<file path="src/rtl/aqua_actuator_sequencer.sv">
// aqua_actuator_sequencer
//
// Sits between the aquaculture mode FSM and the actuator drivers. It turns
// the six request bits into registered drive outputs under three rules:
// staggered turn-ons (inrush limiting), a per-actuator minimum on-time, and
// a periodic feed window that gates the feeder. A latched emergency trip
// forces every actuator off until software clears it.
//
// Ports:
//   clk      - clock, rising edge
//   rst_n    - asynchronous active-low reset
//   en       - enable; low pauses the block (no new turn-ons, feed counter frozen)
//   estop    - emergency stop, level-sensitive, sampled on clk
//   clr      - single-cycle trip clear
//   req[5:0] - requests: 0 aerator, 1 pump, 2 valve, 3 uv, 4 heater, 5 feeder
//   drv[5:0] - registered actuator drives, same bit order as req
//   settling - high while the stagger counter is non-zero
//   feed_win - feed window open
//   tripped  - block is in TRIP
module aqua_actuator_sequencer #(
   parameter int STAGGER     = 4,
   parameter int MIN_ON      = 8,
   parameter int FEED_PERIOD = 32,
   parameter int FEED_LEN    = 6,
   parameter int CW          = 8
) (
   input  logic       clk,
   input  logic       rst_n,
   input  logic       en,
   input  logic       estop,
   input  logic       clr,
   input  logic [5:0] req,
   output logic [5:0] drv,
   output logic       settling,
   output logic       feed_win,
   output logic       tripped
);

   typedef enum logic [1:0] {RUN, PAUSE, TRIP} state_t;

   state_t        state;
   logic [CW-1:0] scnt;
   logic [CW-1:0] fcnt;
   logic [CW-1:0] ocnt [5];

   logic          win_now;
   logic [5:0]    eff_req;
   logic [5:0]    pending;
   logic [5:0]    grant;
   logic [5:0]    off;
   logic [CW-1:0] scnt_nxt;

   always_comb begin
      // The window the feeder sees on this edge comes straight from fcnt so a
      // held feeder request is granted on the very edge the window opens.
      win_now = (state == RUN) && (fcnt < CW'(FEED_LEN));
      eff_req = {req[5] & win_now, req[4:0]};
      pending = eff_req & ~drv;

      // Isolate the lowest set pending bit: aerator wins, feeder loses.
      grant = '0;
      if (state == RUN && scnt == '0)
         grant = pending & (~pending + 6'd1);

      // Turn-off candidates; the feeder has no minimum on-time.
      off = '0;
      for (int i = 0; i < 5; i++)
         off[i] = drv[i] & ~eff_req[i] & (ocnt[i] == '0);
      off[5] = drv[5] & ~eff_req[5];

      if (grant != '0)
         scnt_nxt = CW'(STAGGER - 1);
      else if (scnt != '0)
         scnt_nxt = scnt - CW'(1);
      else
         scnt_nxt = scnt;
   end

   always_ff @(posedge clk or negedge rst_n) begin
      if (!rst_n) begin
         state    <= RUN;
         drv      <= '0;
         scnt     <= '0;
         fcnt     <= '0;
         settling <= 1'b0;
         feed_win <= 1'b0;
         tripped  <= 1'b0;
         for (int i = 0; i < 5; i++)
            ocnt[i] <= '0;
      end else if (estop) begin
         // Trip entry (or staying tripped): everything off, MIN_ON ignored.
         state    <= TRIP;
         drv      <= '0;
         scnt     <= '0;
         fcnt     <= '0;
         settling <= 1'b0;
         feed_win <= 1'b0;
         tripped  <= 1'b1;
         for (int i = 0; i < 5; i++)
            ocnt[i] <= '0;
      end else begin
         case (state)
            TRIP: begin
               // Outputs and counters already zero; only a clear leaves.
               if (clr) begin
                  state   <= en ? RUN : PAUSE;
                  tripped <= 1'b0;
               end
            end
            default: begin
               // RUN and PAUSE share turn-off and decrement behaviour; grant
               // is already zero outside RUN.
               state    <= en ? RUN : PAUSE;
               drv      <= (drv & ~off) | grant;
               scnt     <= scnt_nxt;
               settling <= (scnt_nxt != '0);
               feed_win <= win_now;
               for (int i = 0; i < 5; i++) begin
                  if (grant[i])
                     ocnt[i] <= CW'(MIN_ON - 1);
                  else if (drv[i] && ocnt[i] != '0)
                     ocnt[i] <= ocnt[i] - CW'(1);
               end
               if (state == RUN)
                  fcnt <= (fcnt == CW'(FEED_PERIOD - 1)) ? '0 : fcnt + CW'(1);
            end
         endcase
      end
   end

endmodule

</file>
<file path="config.mk">
export PLATFORM = sky130hd
export DESIGN_NAME = aqua_actuator_sequencer
export DESIGN_NICKNAME = d
export VERILOG_FILES = /design/src/rtl/aqua_actuator_sequencer.sv
export SDC_FILE = /design/constraint.sdc
export NUM_CORES = 1
export LEC_CHECK = 0
export BUFFER_PORTS_ARGS = -buffer_cell sky130_fd_sc_hd__buf_4
export CORE_UTILIZATION = 55
export DETAILED_ROUTE_END_ITERATION = 10
export PLACE_DENSITY = 0.76
export SYNTH_ARGS = -nofsm -noshare
export SYNTH_HDL_FRONTEND = slang
export SYNTH_SLANG_ARGS = --single-unit
export TNS_END_PERCENT = 20
</file>
<file path="constraint.sdc">
create_clock -name clk -period 2.1 [get_ports clk]
set_clock_uncertainty 0.15 [all_clocks]
set_input_delay 0.315 -clock clk [delete_from_list [all_inputs] [get_ports clk]]
set_output_delay 0.315 -clock clk [all_outputs]
set_load 0.005 [all_outputs]
</file>
==> summary.md, run 1 <==
| Metric | Value |
|---|---|
| Util after Layout | `about 73%` |
| Async SR Flop Fraction | `100%` |
| Top cells by count, synth | `dfrtp_1, nor2_1, nand2_1` |
| Buffers on Ports | `19` |
| H-tree Lvls | `3` |
| Synthesized instance count | `roughly 420` |
| DRT iter0 DRCs | `209` |
| Sequential share of the synthesized area | `a little over two fifths` |
| Routed vias | `3525` |
| Post-route ant nets | `0` |
| Most frequent cell after synthesis | `dfrtp_1` |
| Clock-pin slew on the worst setup and hold paths | `70 ps` |
| Crit. End Element | `flop` |
| Later-pin clock latency in the skew report | `roughly 350 ps` |
| RSZ-0062 raised after global routing | `yes` |
| Synth area leaders | `dfrtp_1, nor2_1, nor3_1, xor2_1, nand2_1` |
| Crit Path Class | `reg -> reg` |
| Post-synth EDFFs | `0` |
| Sequential cell area | `1680 sq um` |
| CTS tree | `done` |
| Cell variety after synth | `60` |
| First-pass GRT wire length | `about 16000 microns` |
| Via density | `slightly above 6` |
| Max_cap viols | `0` |
| Post-synth top area share | `a little over two fifths` |
| Avg Cell Area, Syn | `~9 sq um` |
| Detailed placement HPWL | `approximately 6600 microns` |
| GRT Resource Usage Total | `about 27%` |
| Status | `complete, but fails checks` |
| Worst-Margin Slew | `about 530 ps` |
| DR DRC count | `0` |
| Power Density | `between 700 and 800 nW/um^2` |
| Chip Height | `about 85 microns` |
| GPL Wtd Cong | `~0.85` |
| Fill cell count | `approximately 480` |
| Routed len/inst | `17.5 microns` |
| Dpl ws | `-76.0 ps` |
| Synth area leader | `dfrtp_1` |
| Multi-input gate area | `2150 sq um` |
| Cells on worst reg2reg path | `7` |
| Hold crit path type | `in -> reg` |
| Clk buf depth | `2` |
| WP data required | `between 2000 and 2500 ps` |
| R2R Path Start | `ocnt[25]` |
| Max-slew violations | `0` |
| Failing checks | `negative setup slack` |
| Fin worst setup slack | `-94.8 ps` |
| CTS Sinks | `67` |
| Main flop type after synthesis | `dfrtp_1` |
| # setup viols final | `8` |
| NumNets Final | `between 500 and 600` |
| Period utilization | `105%` |
| Antenna fix cells | `0` |
| Area Overhead vs Synth | `24.9%` |
| End of the worst register-to-register path | `ocnt[25]` |
| Worst Path Max Fanout | `4` |
| Fin crit period | `2190 ps` |
| Fmax | `456 MHz` |
| R2R setup slack | `-90 ps` |
| DRT Pass-1 Iters | `5` |
| Worst Path Arrival | `~2300 ps` |
| Total congestion overflow | `0` |
| Detailed Route WL | `a little under 10000 microns` |
| Leak | `around 0.0021 uW` |
| Maximum vdd drop | `0.434 mV` |
| Syn. warnings | `0` |
| Worst Setup Start Kind | `flop` |
| Hold Fails Final Rpt | `0` |
| Yosys reg bits | `67` |
| Worst Setup SP | `ocnt[25]` |
| Initial cell density of the core | `roughly three fifths` |
| I/O pins | `20` |
| Root Buffer | `clkbuf_8` |
| Max-slew headroom | `between 60% and 70%` |
| Rows | `29` |
| Synth Cell Area | `between 3000 and 4000 sq um` |
| Vias in the first global route | `~3400` |
| Pin count of the biggest net entering global routing | `about 40` |
| Crit path to | `ocnt[25]` |
| DIE AREA | `7270 sq um` |
| Initial antenna violation count | `0` |
| CTS buffer count | `9` |
| Die width | `between 80 and 90 microns` |
| Post-Syn Nets | `between 400 and 500` |
| Core Footprint | `6530 sq um` |
| Share of cells above drive strength 1 | `roughly 26%` |
placed cells by master (no fill, tap or decap), types with 3 or more instances in the layout:
cell type / synthesis / layout
dfrtp_1: 67 / 67
mux2i_1: 4 / 4
nor4_1: 6 / 6
a31oi_1: 5 / 5
nand2_1: 31 / 31
inv_1: 23 / 17
nor3_1: 30 / 26
xor2_1: 16 / 16
nor4b_4: 2 / 4
nor2_1: 60 / 60
nor2b_1: 5 / 5
ha_4: 0 / 3
o31ai_1: 7 / 7
a21oi_1: 15 / 15
clkbuf_8: 0 / 9
a311oi_1: 4 / 3
a2111oi_2: 2 / 3
ha_1: 8 / 5
o21ai_0: 20 / 19
a211oi_1: 8 / 7
nand2b_1: 9 / 9
nor3_2: 1 / 5
nand4_1: 7 / 7
nand3_1: 10 / 10
buf_4: 0 / 67
a221oi_1: 4 / 3
xnor2_1: 11 / 11
clkinv_2: 0 / 3
inv_2: 0 / 5
or2_2: 4 / 4
power by group:
part / switching, uW / total (uW) / internal [uW]
combinational: 616 / 1120 / 506
sequential: 89.6 / 1450 / 1360
clock: 494 / 1040 / 545
total: 1200 / 3610 / 2410
cell type report:
| type | instances | share of cell area [%] |
|---|---|---|
| well taps | 77 | 2.02 |
| repair buffers | 72 | 11.9 |
| inverters | 23 | 1.86 |
| clock buffers | 11 | 2.76 |
| clock inverters | 5 | 1.13 |
| flip-flops and latches | 67 | 35.2 |
| multi-input cells | 314 | 45.2 |
critical path: stages (launching register included):
cell      delay (ps)
dfrtp_1          420
inv_2             90
ha_4             130
or4b_4           470
o31ai_1          270
buf_4            190
nor2_1            60
a221oi_1         300
metrics by stage:
step	area (sq um)	power (uW)	setup TNS, ps	hold slack, ps	std cells
floorplan	3840	2120	-188	-131	422
global placement	4330	2420	0	111	543
detailed placement	4330	2460	-228	116	543
CTS	4560	3510	-30.3	74.0	561
global route	4760	3780	-1750	87.8	569
finish	4760	3610	-306	78.4	569
cell families after synthesis:
| logic type | share of synthesized area (%) |
|---|---|
| simple gates | 26.0 |
| buf+inv | 4.27 |
| mux | 1.05 |
| xor+xnor | 6.20 |
| fa+ha+maj | 2.63 |
| flops | 44.0 |
| compound gates | 15.9 |
flip-flops by register name, summed over array words and instances, names as in the netlist:
| name | flops |
|---|---|
| ocnt | 40 |
| fcnt | 8 |
| scnt | 8 |
| drv | 6 |
| state | 2 |
| feed_win | 1 |
| settling | 1 |
| tripped | 1 |
worst min-delay path by stage:
stage | start | endpoint | slack (ps) | cells after the start
6_report | clr | state[1] | 80 | 2
5_1_grt | clr | state[1] | 90 | 2
4_1_cts | clr | state[1] | 70 | 2
3_5_place_dp | rst_n | ocnt[13] | 120 | 1
3_3_place_gp | rst_n | ocnt[13] | 110 | 1
2_1_floorplan | rst_n | drv[0] | -130 | 0
what timing repair did:
action | in CTS | in global routing
gates resized for setup | 6 | 30
hold buffers | 2 | 0
pin swaps | 3 | 9
endpoints found under the hold margin | 28 | 0
setup endpoints to repair | 11 | 39
buffers inserted | 0 | 8
layer usage:
layer,vias to the layer above,routed length (microns),GRT usage (%)
met5,-,0,0
met2,113,5020,45.5
li1,1650,-,-
met4,0,178,9.85
met3,21,438,5.35
met1,1741,4300,35.8
No activity file was read; power rests on OpenSTA's default activity.
==> run 2, diff against run 1 <==
--- a/config.mk
+++ b/config.mk
@@ -9,6 +9,7 @@
 export CORE_UTILIZATION = 55
 export DETAILED_ROUTE_END_ITERATION = 10
 export PLACE_DENSITY = 0.76
+export SKIP_LAST_GASP = 1
 export SYNTH_ARGS = -nofsm -noshare
 export SYNTH_HDL_FRONTEND = slang
 export SYNTH_SLANG_ARGS = --single-unit
==> run 2 against run 1 <==
The flow still finishes with violations (negative setup slack). Maximum frequency is 2.5% higher. Combinational power hardly changed. Cell area is 0.92% lower. Critical path depth is 2 higher. Worst setup slack better by 54 ps. Utilization is 0.67 points lower. Critical path type unchanged. Critical endpoint is now ocnt[39]. Highest routed layer unchanged.
==> summary.md, run 2 (synthesized netlist as in run 1, its figures left out) <==
| Metric | Value |
|---|---|
| Status | `complete, but fails checks` |
| Failing checks | `negative setup slack` |
| Multi-input gate area | `2120 sq um (-1.5%)` |
| Clock share of power | `29.1% (+0.3 points)` |
| Final Cell Area | `4720 sq um (-0.92%)` |
| Share of cells above drive strength 1 | `24.4% (-1.2 points)` |
| Chip Height | `85.3 microns (unchanged)` |
| Max-slew violations | `0 (unchanged)` |
| Post-route ant nets | `0 (unchanged)` |
| Routed vias | `3468 (-1.6%)` |
| Worst-Margin Slew | `525 ps (-2.72 ps)` |
| Leak | `0.00209 uW (-1.4%)` |
| RSZ-0062 raised after global routing | `yes` |
| Finished Layout Cells | `568 (-0.18%)` |
| Fin crit period | `2140 ps (-53.9 ps)` |
| Slowest stage delay, CP | `410 ps (-60 ps)` |
| Critical path's slowest cell | `dfrtp_1` |
| Detailed Route WL | `9650 microns (-2.9%)` |
| Reg power frac | `40.4% (+0.2 points)` |
| DRT Pass-1 Iters | `4 (-1)` |
| Max reg flops | `40 (unchanged)` |
| Initial cell density of the core | `58.4% (unchanged)` |
| Period utilization | `102% (-2.6 points)` |
| Part of the power in combinational logic | `30.4% (-0.7 points)` |
| Cells on worst reg2reg path | `9 (+2)` |
| Antenna fix cells | `0 (unchanged)` |
| Fmax | `467 MHz (+2.5%)` |
| Power Density | `759 nW/um^2 (+0.10%)` |
| DR DRC count | `0 (unchanged)` |
| Via density | `6.11 (-1.4%)` |
| Root Buffer | `clkbuf_8` |
| Max-slew headroom | `64.7% (+0.18 points)` |
| GPL Wtd Cong | `0.848 (unchanged)` |
| H-tree Lvls | `3 (unchanged)` |
| Maximum vdd drop | `0.500 mV (+15%)` |
| Most frequent cells in the layout | `dfrtp_1, buf_4, nor2_1, nand2_1, nor3_1` |
| Hold Fails Final Rpt | `0 (unchanged)` |
| Critical path depth | `9 (+2)` |
| Crit path cell chain | `inv_4 > ha_4 > nor4b_4 > buf_4 > nand4_1 > buf_6 > a2111oi_4 > xnor2_1 > nor2_1` |
| Fin Hold WS | `75.6 ps (-2.79 ps)` |
| DP Cell Count | `543 (unchanged)` |
| Max_cap viols | `0 (unchanged)` |
| Util after Layout | `72.3% (-0.67 points)` |
| Pin count of the biggest net entering global routing | `41 (unchanged)` |
| Fill cell count | `482 (-0.21%)` |
| Vias in the first global route | `3416 (-0.088%)` |
| TNS Setup | `-56.5 ps (+249 ps)` |
| Largest regs | `ocnt: 40 flops, fcnt: 8 flops, scnt: 8 flops` |
| DIE AREA | `7270 sq um (unchanged)` |
| Total congestion overflow | `0 (unchanged)` |
| Worst Path Arrival | `2230 ps (-50 ps)` |
| Biggest register | `ocnt` |
| Sw Ratio | `32.9% (-0.34 points)` |
| Later-pin clock latency in the skew report | `350 ps (about the same)` |
| Routed len/inst | `17.0 microns (-2.7%)` |
| Post-DP Area | `4330 sq um (unchanged)` |
| Area Overhead vs Synth | `23.8%` |
| Rows | `29 (unchanged)` |
| Hold path startpoint | `clr` |
| GRT Resource Usage Total | `27.3% (about the same)` |
| I/O pins | `20 (unchanged)` |
| CTS Sinks | `67 (unchanged)` |
| Crit path to | `ocnt[39]` |
| Die width | `85.3 microns (unchanged)` |
| Delay-heaviest family, CP | `buffers and inverters` |
| P_sw | `1180 uW (-1.8%)` |
| Cell-internal power | `2400 uW (-0.31%)` |
| Crit Path Class | `reg -> reg` |
| Crit. End Element | `flop` |
| Worst Setup Start Kind | `flop` |
| Core Footprint | `6530 sq um (unchanged)` |
| Detailed placement HPWL | `6560 microns (unchanged)` |
| Sequential cell area | `1680 sq um (unchanged)` |
| Clk buf depth | `2 (unchanged)` |
| Worst Setup SP | `scnt[0]` |
| Clock-pin slew on the worst setup and hold paths | `70 ps (about the same)` |
| End of the worst register-to-register path | `ocnt[39]` |
| Buffers on Ports | `19 (unchanged)` |
| Initial antenna violation count | `0 (unchanged)` |
| CTS buffer count | `9 (unchanged)` |
| Worst Path Max Fanout | `7 (+3)` |
| NumNets Final | `505 (-0.20%)` |
| WP data required | `2190 ps (about the same)` |
| R2R Path Start | `scnt[0]` |
| CTS tree | `done` |
| Fin worst setup slack | `-41.0 ps (+53.9 ps)` |
| CP Buf/Inv Count | `3 (+1)` |
| First-pass GRT wire length | `15700 microns (about the same)` |
| DRT iter0 DRCs | `274 (+31%)` |
| # setup viols final | `3 (-5)` |
| R2R setup slack | `-40 ps (+50 ps)` |
| Hold crit path type | `in -> reg` |
-- run 2: worst min path at each step --
| stage | end | slack, ps | depth (start not counted) |
|---|---|---|---|
| 2_1_floorplan | drv[0] | -130 | 0 |
| 3_3_place_gp | ocnt[13] | 110 | 1 |
| 3_5_place_dp | ocnt[13] | 120 | 1 |
| 4_1_cts | state[1] | 70 | 2 |
| 5_1_grt | state[1] | 90 | 2 |
| 6_report | state[1] | 80 | 2 |
-- run 2: per-layer routing --
layer / wire length [microns] / track usage (%) / vias up
li1: - / - / 1652
met1: 4300 / 36.1 / 1709
met2: 4750 / 44.9 / 84
met3: 409 / 5.35 / 23
met4: 200 / 10.0 / 0
met5: 0 / 0 / -
-- run 2: stage by stage --
stage	setup WS, ps	total power (uW)
floorplan	-128	2120
global placement	0.621	2420
detailed placement	-76.0	2460
CTS	-55.3	3510
global route	-109	3770
finish	-41.0	3580
-- run 2: repair_timing --
item                                    4_1_cts  5_1_grt
pin swaps                                     0        4
setup buffers                                 0        7
hold buffers                                  2        0
endpoints found under the setup margin       11       40
hold endpoints to repair                     28        0
gates resized for setup                       2       25
-- run 2: power groups by stage --
stage          registers, uW  logic [uW]  clock network, uW
2_1_floorplan           1450         668                  0
3_3_place_gp            1470         956                  0
3_5_place_dp            1470         994                  0
4_1_cts                 1440        1010               1060
5_1_grt                 1460        1190               1120
6_report                1450        1090               1040
-- run 2: final cells by class --
type                       count  area share [%]
timing repair buffer          71            11.7
clock buffer                  11            2.78
multi-input combinational    314            44.9
clock inverter                 5            1.14
inverter                      23            1.88
sequential                    67            35.5
tap                           77            2.04
==> run 3, diff against run 2 <==
--- a/config.mk
+++ b/config.mk
@@ -6,7 +6,9 @@
 export NUM_CORES = 1
 export LEC_CHECK = 0
 export BUFFER_PORTS_ARGS = -buffer_cell sky130_fd_sc_hd__buf_4
+export CORE_MARGIN = 8
 export CORE_UTILIZATION = 55
+export CTS_BUF_LIST = sky130_fd_sc_hd__clkbuf_8
 export DETAILED_ROUTE_END_ITERATION = 10
 export PLACE_DENSITY = 0.76
 export SKIP_LAST_GASP = 1
==> run 3 against run 2 <==
The run still ends with negative setup slack left. First-iteration DRC count fell by 41%. Worst hold slack improved by 14 ps. Non-clock buffer count rose by 9. Worst setup slack improved by 15 ps. Combinational power rose by 9%. Register-to-register slack improved by 20 ps. Total power rose by 3.9%. Die area rose by 36%. Utilization fell by 0.76 points. Sequential share of layout area fell by 0.82 points. Sequential power barely moved. Via count rose by 2.0%. Largest cell class unchanged.
==> summary.md, run 3 (synthesized netlist as in run 1, its figures left out) <==
| Metric | Value |
|---|---|
| Status | `complete, but fails checks` |
| Failing checks | `negative setup slack` |
| I/O pins | `20 (unchanged)` |
| Core Footprint | `6760 sq um (+3.4%)` |
| Util after Layout | `71.5% (-0.76 points)` |
| DRT Pass-1 Iters | `5 (+1)` |
| Largest regs | `ocnt: 40 flops, fcnt: 8 flops, scnt: 8 flops` |
| Max-slew headroom | `66.6% (+2.0 points)` |
| DR DRC count | `0 (unchanged)` |
| R2R Path Start | `scnt[0]` |
| Fmax | `470 MHz (+0.72%)` |
| First-pass GRT wire length | `15800 microns (+0.92%)` |
| Buffers on Ports | `19 (unchanged)` |
| Clock-pin slew on the worst setup and hold paths | `70 ps (about the same)` |
| Maximum vdd drop | `0.466 mV (-6.8%)` |
| Dpl ws | `-93.3 ps (-17.3 ps)` |
| Critical path depth | `9 (unchanged)` |
| Most common cell after layout, fill and taps aside | `buf_4` |
| NumNets Final | `515 (+2.0%)` |
| Vias in the first global route | `3388 (-0.82%)` |
| Clk buf depth | `2 (unchanged)` |
| # setup viols final | `2 (-1)` |
| Max-slew violations | `0 (unchanged)` |
| Crit. End Element | `flop` |
| Worst-Margin Slew | `496 ps (-29.2 ps)` |
| Hold path startpoint | `clr` |
| Max reg flops | `40 (unchanged)` |
| Post-DP Area | `4340 sq um (+0.26%)` |
| GRT Resource Usage Total | `19.7% (-7.6 points)` |
| Slowest stage delay, CP | `410 ps (about the same)` |
| Crit Path Class | `reg -> reg` |
| Later-pin clock latency in the skew report | `350 ps (about the same)` |
| Rows | `30 (+3.4%)` |
| Initial cell density of the core | `56.4% (-1.9 points)` |
| RSZ-0062 raised after global routing | `yes` |
| Delay-heaviest family, CP | `buffers and inverters` |
| Die width | `99.3 microns (+16%)` |
| Antenna fix cells | `0 (unchanged)` |
| Biggest register | `ocnt` |
| DIE AREA | `9850 sq um (+36%)` |
| WP data required | `2180 ps (about the same)` |
| Hold crit path type | `in -> reg` |
| CTS Sinks | `67 (unchanged)` |
| Worst Path Max Fanout | `6 (-1)` |
| Most frequent cells in the layout | `buf_4, dfrtp_1, nor2_1, nand2_1, nor3_1` |
| Hold Fails Final Rpt | `0 (unchanged)` |
| CTS buffer count | `9 (unchanged)` |
| Post-route ant nets | `0 (unchanged)` |
| Final Cell Area | `4830 sq um (+2.4%)` |
| Crit path cell chain | `inv_4 > ha_4 > nor4b_4 > buf_4 > nand3_4 > o31ai_1 > buf_4 > or3_1 > o21ai_0` |
| CP Buf/Inv Count | `3 (unchanged)` |
| Max_cap viols | `0 (unchanged)` |
| Total congestion overflow | `0 (unchanged)` |
| Pin count of the biggest net entering global routing | `37 (-9.8%)` |
| Worst Setup Start Kind | `flop` |
| Cells on worst reg2reg path | `9 (unchanged)` |
| Routed len/inst | `17.0 microns (+0.21%)` |
| CTS tree | `done` |
| DRT iter0 DRCs | `162 (-41%)` |
| Fin crit period | `2130 ps (-15.3 ps)` |
| Chip Height | `99.3 microns (+16%)` |
| Root Buffer | `clkbuf_8` |
| Most frequent CP cell | `buf_4` |
| Power Density | `771 nW/um^2 (+1.5%)` |
| Detailed placement HPWL | `6460 microns (-1.5%)` |
| Area Overhead vs Synth | `26.7%` |
| Critical path's slowest cell | `dfrtp_1` |
| Share of cells above drive strength 1 | `26.2% (+1.8 points)` |
| Routed vias | `3538 (+2.0%)` |
| R2R setup slack | `-30 ps (+20 ps)` |
| Period utilization | `101% (-0.73 points)` |
| Leak | `0.00215 uW (+2.6%)` |
| Worst Path Arrival | `2210 ps (-20 ps)` |
| Detailed Route WL | `9880 microns (+2.3%)` |
| H-tree Lvls | `3 (unchanged)` |
| TNS Setup | `-42.2 ps (+14.4 ps)` |
| End of the worst register-to-register path | `ocnt[5]` |
| Via density | `6.10 (about the same)` |
| Fin worst setup slack | `-25.6 ps (+15.3 ps)` |
| GPL Wtd Cong | `0.911 (+7.5%)` |
| Worst Hold Path EP | `state[1]` |
| Initial antenna violation count | `0 (unchanged)` |
| Hold Path Depth | `2 (unchanged)` |
==> run 3: changes by cell type in the layout (fill, tap and decap cells not counted), sizes merged <==
cell / previous run / this run
buf: 69 / 78
clkinv: 4 / 1
inv: 23 / 25
nand3: 11 / 12
==> run 3: what timing repair did <==
item | in CTS | in global routing
cloned | 0 | 1
hold endpoints to repair | 32 | 0
buffers inserted | 2 | 13
gates resized for setup | 5 | 30
pin swaps | 4 | 11
setup endpoints to repair | 13 | 45
hold buffers | 2 | 0
==> run 3: layout make-up <==
| cell class | instances | area [sq um] |
|---|---|---|
| Clock inverter | 4 | 42.5 |
| Tap cell | 80 | 100 |
| Sequential cell | 67 | 1680 |
| Multi-Input combinational cell | 315 | 2150 |
| Fill cell | 504 | 1930 |
| Timing Repair Buffer | 80 | 626 |
| Inverter | 23 | 88.8 |
| Clock buffer | 11 | 151 |
==> run 3: report_power, final <==
group / internal [uW] / switching, uW
clock network: 596 / 481
logic: 556 / 635
registers: 1360 / 93.4
==> run 3: per-layer routing <==
layer	part of all wire, %	global-route usage, %	vias to the layer above
met5	0	0	-
met4	2.0	8.15	0
met3	4.6	3.84	20
met2	50	32.1	116
met1	43	24.9	1739
li1	-	-	1663
==> run 3: worst max-delay path by stage <==
stage              from        to  slack, ps
2_1_floorplan   scnt[0]   ocnt[9]       -130
3_3_place_gp    fcnt[6]   scnt[0]       -0.2
3_5_place_dp   ocnt[16]  ocnt[23]        -90
4_1_cts         scnt[1]   ocnt[8]        -40
5_1_grt         scnt[1]  ocnt[32]       -110
6_report        scnt[0]   ocnt[5]        -30
==> run 3: per-stage QoR <==
stage / hold WS [ps] / total power (uW) / std cells
4_1_cts: 81.2 / 3580 / 566
3_3_place_gp: 132 / 2450 / 547
2_1_floorplan: -131 / 2120 / 422
5_1_grt: 88.3 / 3900 / 580
3_5_place_dp: 136 / 2480 / 547
6_report: 89.9 / 3720 / 580
==> run 3: worst register-to-register path, cell delays in order (launching register included) <==
cell,delay [ps]
dfrtp_1,410
inv_4,80
ha_4,140
nor4b_4,190
buf_4,190
nand3_4,120
o31ai_1,360
buf_4,210
or3_1,100
o21ai_0,70
